**src/rtl/trap_scheduler.sv**
```systemverilog
// trap_scheduler: arbitrates pipeline exceptions and pending interrupts into single trap_en pulses.
// Revision 1.0
`default_nettype none

module trap_scheduler #(
  parameter int NUM_EXC_SRC = 3,
  parameter int XLEN        = 64
) (
  input  logic                          clk,
  input  logic                          reset,
  input  logic [NUM_EXC_SRC-1:0]        exc_valid,
  input  logic [NUM_EXC_SRC*6-1:0]      exc_code,
  input  logic [NUM_EXC_SRC*XLEN-1:0]   exc_pc,
  input  logic [NUM_EXC_SRC*XLEN-1:0]   exc_tval,
  input  logic [XLEN-1:0]               mip,
  input  logic [XLEN-1:0]               mie,
  input  logic [XLEN-1:0]               mideleg,
  input  logic                          mstatus_mie,
  input  logic                          sstatus_sie,
  input  logic [1:0]                    curr_priv_mode,
  input  logic                          pipe_empty,
  input  logic [XLEN-1:0]               resume_pc,
  output logic                          hold,
  output logic                          stall_fetch,
  output logic                          flush,
  output logic                          trap_en,
  output logic [XLEN-1:0]               trap_cause,
  output logic [XLEN-1:0]               trap_pc,
  output logic [XLEN-1:0]               trap_mtval,
  output logic                          busy
);

  typedef enum logic [1:0] {
    IDLE     = 2'd0,
    DRAIN    = 2'd1,
    TRAP     = 2'd2,
    REDIRECT = 2'd3
  } state_e;

  // Interrupt codes in descending priority: MEI, MSI, MTI, SEI, SSI, STI.
  localparam logic [3:0] IRQ_PRIO [6] = '{4'd11, 4'd3, 4'd7, 4'd9, 4'd1, 4'd5};

  state_e            state_q, state_d;
  logic [XLEN-1:0]   cause_q, cause_d;
  logic [XLEN-1:0]   pc_q, pc_d;
  logic [XLEN-1:0]   tval_q, tval_d;

  logic              exc_any;
  logic [5:0]        exc_code_sel;
  logic [XLEN-1:0]   exc_pc_sel;
  logic [XLEN-1:0]   exc_tval_sel;
  logic [XLEN-1:0]   exc_cause;

  logic              m_ok;
  logic              s_ok;
  logic              irq_valid;
  logic [3:0]        irq_code;
  logic [XLEN-1:0]   irq_cause;

  logic              unused_irq_bits;
  assign unused_irq_bits = ^{mip, mie, mideleg};

  // Ascending scan so the oldest (highest-index) stage overrides younger ones.
  always_comb begin
    exc_any      = |exc_valid;
    exc_code_sel = '0;
    exc_pc_sel   = '0;
    exc_tval_sel = '0;
    for (int i = 0; i < NUM_EXC_SRC; i++) begin
      if (exc_valid[i]) begin
        exc_code_sel = exc_code[6*i +: 6];
        exc_pc_sel   = exc_pc[XLEN*i +: XLEN];
        exc_tval_sel = exc_tval[XLEN*i +: XLEN];
      end
    end
    exc_cause       = '0;
    exc_cause[5:0]  = exc_code_sel;
  end

  // Delegated interrupts are only visible below M; non-delegated ones always preempt lower modes.
  always_comb begin
    m_ok      = (curr_priv_mode != 2'b11) || mstatus_mie;
    s_ok      = (curr_priv_mode == 2'b00) || ((curr_priv_mode == 2'b01) && sstatus_sie);
    irq_valid = 1'b0;
    irq_code  = '0;
    for (int k = 5; k >= 0; k--) begin
      if (mip[IRQ_PRIO[k]] && mie[IRQ_PRIO[k]] &&
          (mideleg[IRQ_PRIO[k]] ? s_ok : m_ok)) begin
        irq_valid = 1'b1;
        irq_code  = IRQ_PRIO[k];
      end
    end
    irq_cause           = '0;
    irq_cause[XLEN-1]   = 1'b1;
    irq_cause[3:0]      = irq_code;
  end

  always_comb begin
    state_d = state_q;
    cause_d = cause_q;
    pc_d    = pc_q;
    tval_d  = tval_q;
    case (state_q)
      IDLE: begin
        if (exc_any) begin
          cause_d = exc_cause;
          pc_d    = exc_pc_sel;
          tval_d  = exc_tval_sel;
          state_d = TRAP;
        end else if (irq_valid) begin
          cause_d = irq_cause;
          tval_d  = '0;
          state_d = DRAIN;
        end
      end
      DRAIN: begin
        if (exc_any) begin
          cause_d = exc_cause;
          pc_d    = exc_pc_sel;
          tval_d  = exc_tval_sel;
          state_d = TRAP;
        end else if (pipe_empty) begin
          if (irq_valid) begin
            cause_d = irq_cause;
            pc_d    = resume_pc;
            tval_d  = '0;
            state_d = TRAP;
          end else begin
            state_d = IDLE;
          end
        end
      end
      TRAP:     state_d = REDIRECT;
      REDIRECT: state_d = IDLE;
      default:  state_d = IDLE;
    endcase
  end

  always_ff @(posedge clk) begin
    if (reset) begin
      state_q <= IDLE;
      cause_q <= '0;
      pc_q    <= '0;
      tval_q  <= '0;
    end else begin
      state_q <= state_d;
      cause_q <= cause_d;
      pc_q    <= pc_d;
      tval_q  <= tval_d;
    end
  end

  assign hold        = ((state_q == IDLE) && exc_any) || (state_q == TRAP) || (state_q == REDIRECT);
  assign stall_fetch = (state_q == DRAIN) || (state_q == TRAP);
  assign flush       = (state_q == TRAP) || (state_q == REDIRECT);
  assign trap_en     = (state_q == TRAP);
  assign busy        = (state_q != IDLE);
  assign trap_cause  = cause_q;
  assign trap_pc     = pc_q;
  assign trap_mtval  = tval_q;

endmodule

`default_nettype wire

```
**config.mk**
```make
export PLATFORM = sky130hd
export DESIGN_NAME = trap_scheduler
export DESIGN_NICKNAME = d
export VERILOG_FILES = /design/src/rtl/trap_scheduler.sv
export SDC_FILE = /design/constraint.sdc
export NUM_CORES = 1
export LEC_CHECK = 0
export BUFFER_PORTS_ARGS = -buffer_cell sky130_fd_sc_hd__buf_2
export CORE_AREA = 2 2 340 342
export CTS_CLUSTER_SIZE = 12
export DETAILED_ROUTE_END_ITERATION = 7
export DIE_AREA = 0 0 342 344
export PLACE_DENSITY_LB_ADDON = 0.12
export REMOVE_ABC_BUFFERS = 1
export SLEW_MARGIN = 20
export SYNTH_ARGS = -nofsm -noshare
export SYNTH_HDL_FRONTEND = slang
export SYNTH_SLANG_ARGS = --single-unit
```
**constraint.sdc**
```tcl
create_clock -name clk -period 3.6 [get_ports clk]
set_input_delay 0.36 -clock clk [delete_from_list [all_inputs] [get_ports clk]]
set_output_delay 0.36 -clock clk [all_outputs]
set_load 0.005 [all_outputs]
```
# After elaboration in Yosys (flattened, before gate mapping)
# Index checks and enable logic that the tools add are counted.
dict set report op_classes {
  n_eq_ne 9
  mux 48
  reduce_logical 28
}
# op n
set op_table {}
lappend op_table {{$mux 64} 18}
lappend op_table {{$pmux 64 s2} 3}
lappend op_table {{$mux 4} 5}
lappend op_table {{$mux 6} 3}
lappend op_table {{$logic_and 1x1->1} 14}
lappend op_table {{$mux 1} 12}
lappend op_table {{$mux 2} 5}
lappend op_table {{$ne 3x3->1 const B} 3}
lappend op_table {{$pmux 2 s4} 1}
lappend op_table {{$logic_or 1x1->1} 6}
lappend op_table {{$eq 2x1->1 const B} 2}
lappend op_table {{$eq 2x2->1 const B} 2}
lappend op_table {{$logic_not 2->1} 2}
lappend op_table {{$ne 2x2->1 const B} 2}
lappend op_table {{$reduce_and 2->1} 2}
lappend op_table {{$reduce_and 4->1} 1}
lappend op_table {{$reduce_bool 2->1} 2}
lappend op_table {{$mux 3} 1}
lappend op_table {{$reduce_or 3->1} 1}
dict set report totals {
  regBits 194
  input_bits 668
  out_inout_bits 197
}

# Logic depth before layout (Yosys ltp)
dict set report depth {
  depth_word 15
  ltp_mapped 9
  depth_no_buf 7
}

# Worst setup path before layout
# Ideal clock, no wire load.
dict set report synth_path {
  kind {input-to-reg}
  start {in curr_priv_mode[1]}
  end {reg pc_q[46] (netlist: trap_pc[46])}
  setup_ps 146
  arrival_time_ps 1776
  required_time_ps 3454
  slack_ps 1678
  stages 9
  path_buffers 3
  path_cell_list {buf_4 and3b_2 a31oi_2 a2111oi_4 o21ai_1 buf_4 buf_4 nor2_1 a211oi_2}
}
dict set report synth_via {
  elab_chain_len 13
  word_cells_on_any_way 26
}
# item line_no
set synth_rtl {}
lappend synth_rtl {{start: declaration} 20} ;# input logic [1:0] curr_priv_mode,
lappend synth_rtl {{$eq 2x1->1} 83} ;# s_ok = (curr_priv_mode == 2'b00) || ((curr_priv_mode == 2'b01) && sstatus_sie);
lappend synth_rtl {{$logic_and 1x1->1} 83}
lappend synth_rtl {{$logic_or 1x1->1} 83}
lappend synth_rtl {{$mux 1} 88} ;# (mideleg[IRQ_PRIO[k]] ? s_ok : m_ok)) begin
lappend synth_rtl {{$logic_and 1x1->1} 87} ;# if (mip[IRQ_PRIO[k]] && mie[IRQ_PRIO[k]] &&
lappend synth_rtl {{$mux 1 (5 in a row)} 87}
lappend synth_rtl {{$mux 1 *} 87}
lappend synth_rtl {{$ne 3x3->1 (no source line) *} -}
lappend synth_rtl {{$reduce_and 4->1 (no source line) *} -}
lappend synth_rtl {{end signal: assignment} 148} ;# pc_q <= pc_d;
lappend synth_rtl {{end: declaration} 45} ;# logic [XLEN-1:0] pc_q, pc_d;
# Mark *: on every way between the ends. The rest lies on a longest branch, timed or not.
# A chain may end at the register's enable or synchronous reset.

# Worst setup path in the final report
dict set report layout_path {
  start {reg state_q[0]}
  end {reg tval_q[23] (netlist: trap_mtval[23])}
}
dict set report layout_via {
  elab_chain_len 3
  word_cells_on_any_way 6
}
# item line_no
set layout_rtl {}
lappend layout_rtl {{start: declaration} 43} ;# state_e state_q, state_d;
lappend layout_rtl {{start signal: assignment} 146} ;# state_q <= state_d;
lappend layout_rtl {{$eq 2x1->1 / $logic_not 2->1 (equally long branches)} 103} ;# case (state_q)
lappend layout_rtl {{$ne 3x3->1 (no source line) / $reduce_bool 2->1 (equally long branches)} -}
lappend layout_rtl {{$reduce_and 2->1 (no source line)} -}
lappend layout_rtl {{end signal: assignment} 149} ;# tval_q <= tval_d;
lappend layout_rtl {{end: declaration} 46} ;# logic [XLEN-1:0] tval_q, tval_d;
# Several ways; a longest one is shown, not always the timed one.

==> reports/qor.txt <==
Status - finished, final reports clean
Asr flop ratio synth - 0%
Post-CTS Setup Bufs - 0
Synth Instances - 1135
Total wire length - 51000 um
Port buffer count - 633
Initial antenna violation count - 6
Post-route minimum period - 2.45 ns
RePlAce Congestion - 0.778
Placed inst area - 0.0134 mm^2
Global-route wire length before repair - 70800 um
Clock sinks - 137
CP Cell Sequence - inv_1 > ha_1 > or2_2 > o21ai_0 > a21oi_4 > buf_4 > nand2_1 > a21oi_1
Clock Skews - 0.0119 ns
# resized after CTS - 0
Hold WS - 0.176 ns
CP Class - reg2reg
Skew-Pair Late Insertion Delay - 0.49 ns
Peak supply drop - 311 uV
Most common cell after layout, fill and taps aside - buf_2
Final slew viol count - 0
Flops & latches, synth - 137
I/O Pins - 865
Maximum clock frequency - 407 MHz
Placed cells - 3203
CP peak stage delay - 0.59 ns
Crit share post-route - 68.2%
Final Setup Violations - 0
Core ar. - 0.114 mm^2
Row count - 124
Number of remaining DRC errors - 0
Hold Path Class - in2reg
Tightest Pin Transition - 0.919 ns
Area grow syn2layout - 62.2%
Chip width - 342 um
Antenna viol nets, final - 0
Most frequent cells in the layout - 630 x buf_2, 211 x nand2_1, 137 x dfxtp_1, 135 x nor2_1, 132 x a22oi_1
GRT overflow - 0
Die span in y - 344 um
Post-synthesis area per instance - 7.61 um^2
Critical Path End Type - flop
Post-synth EDFFs - 0
Via count - 10437
Fraction of layout instances using a drive strength above 1 - 45.2%
WP data required - 4.02 ns
Gr usage total - 8.29%
PD cells - 395 mW/mm^2
Slew HR - 38.8%
Clk slew on worst S/H paths - 0.07 ns
Max Cap Viol - 0
Initial DRC count - 425
Critical path's slowest cell - buf_4
Die area - 0.118 mm^2
CTS H-Tree Depth - 4
Finished Cell Area - 0.0140 mm^2
CTS buffer count - 17
Vias in the first global route - 10614
Static Leak - 0.00602 uW
Worst-case clock buffer depth - 2
Post-synthesis sequential area ratio - 31.8%
Nets - 2383
Ys flop type - dfxtp_1
Crit path max fanout - 70
Layout Cells excl Fill - 3240
1st-pass router iterations - 6
Clk Tree Root Cell - clkbuf_16
RSZ-0062 raised after global routing - false
Synth warnings - 0
Hpwl dp - 41600 um
Pin count of the biggest net entering global routing - 123
Vias per inst - 3.22
Arrival time worst endpoint - 2.88 ns
Netlist cell types - 49
Initial Utilization - 7.58%
WL/cell - 15.7 um
CTS tree - built
CP startpoint kind - flop
Hold_buf cts - 0
Final hold violations - 0
Post-Syn Area - 0.00863 mm^2
-- report_power, final --
part / switching, uW / total, uW / internal (uW)
Clock: 840 / 1930 / 1090
Sequential: 109 / 1830 / 1720
Combinational: 1020 / 1770 / 746
-- metrics by stage --
| stage | util [%] | setup slack, ns | total power, uW | TNS, ns |
|---|---|---|---|---|
| floorplan | - | -3.89 | 2690 | -380.09 |
| global placement | 11.8 | 0.859 | 3700 | 0 |
| detailed placement | 11.8 | 0.857 | 3700 | 0 |
| CTS | 12.3 | 0.978 | 5760 | 0 |
| global route | 12.3 | 0.793 | 5970 | 0 |
| finish | 12.3 | 1.15 | 5530 | 0 |
-- layer usage --
layer | share of wire [%] | up-vias | GRT usage (%)
li1 | - | 5188 | -
met1 | 40 | 4822 | 9.30
met3 | 7.5 | 36 | 2.81
met5 | 0.067 | - | 0
met2 | 51 | 385 | 14.9
met4 | 1.3 | 6 | 2.26
-- cell usage after synthesis (5+ instances only) --
library cell | number | share of area [%]
buf_2 | 22 | 1.3
a221oi_1 | 65 | 6.6
inv_1 | 5 | 0.22
nand2_1 | 211 | 9.2
nor2_1 | 135 | 5.9
nand3_1 | 8 | 0.46
nand3b_1 | 7 | 0.61
ha_1 | 5 | 0.72
buf_1 | 5 | 0.22
a211oi_2 | 64 | 9.3
a22oi_1 | 132 | 11
dfxtp_1 | 137 | 32
a21oi_1 | 75 | 4.3
o21ai_0 | 72 | 4.2
clkbuf_1 | 76 | 3.3
buf_4 | 62 | 5.4
-- worst max-delay path, delay by kind of cell (launching register included) --
family | cells | cell delay [ns]
AND/OR/NAND/NOR | 2 | 0.41
adder cells (fa/ha/maj) | 1 | 0.24
AO/OA/AOI/OAI | 3 | 0.62
flip-flops | 1 | 0.36
buffers and inverters | 2 | 0.71
-- logic make-up after synthesis --
family                     after synthesis  share of synthesized area (%)
AOI/OAI and AO/OA                      436                           38.9
adders and majority gates                5                          0.725
buffers and inverters                  174                           10.9
DFF                                    137                           31.8
other                                    1                         0.0434
and+or+nand+nor                        382                           17.7
-- worst paths after layout --
path / start / endpoint / slack, ns / cells after the start
min reg2reg: trap_mtval[56] / trap_mtval[56] / 0.45 / 2
min: exc_code[12] / trap_cause[0] / 0.18 / 3
max reg2reg: state_q[0] / trap_mtval[23] / 1.15 / 8
max: state_q[0] / trap_mtval[23] / 1.15 / 8
-- layout make-up --
type | instances | area, um^2
Timing Repair Buffer | 669 | 3540
Sequential cell | 137 | 2740
Tap cell | 1512 | 1890
Multi-Input combinational cell | 880 | 5190
Fill cell | 13360 | 99900
Antenna cell | 5 | 12.5
Clock buffer | 18 | 429
Inverter | 5 | 18.8
Clock inverter | 14 | 171
-- registers in the layout, summed over array words and instances, names as in the netlist --
signal	flops
trap_mtval	64
trap_pc	64
trap_cause	7
state_q	2
No activity file was read; power rests on OpenSTA's default activity.
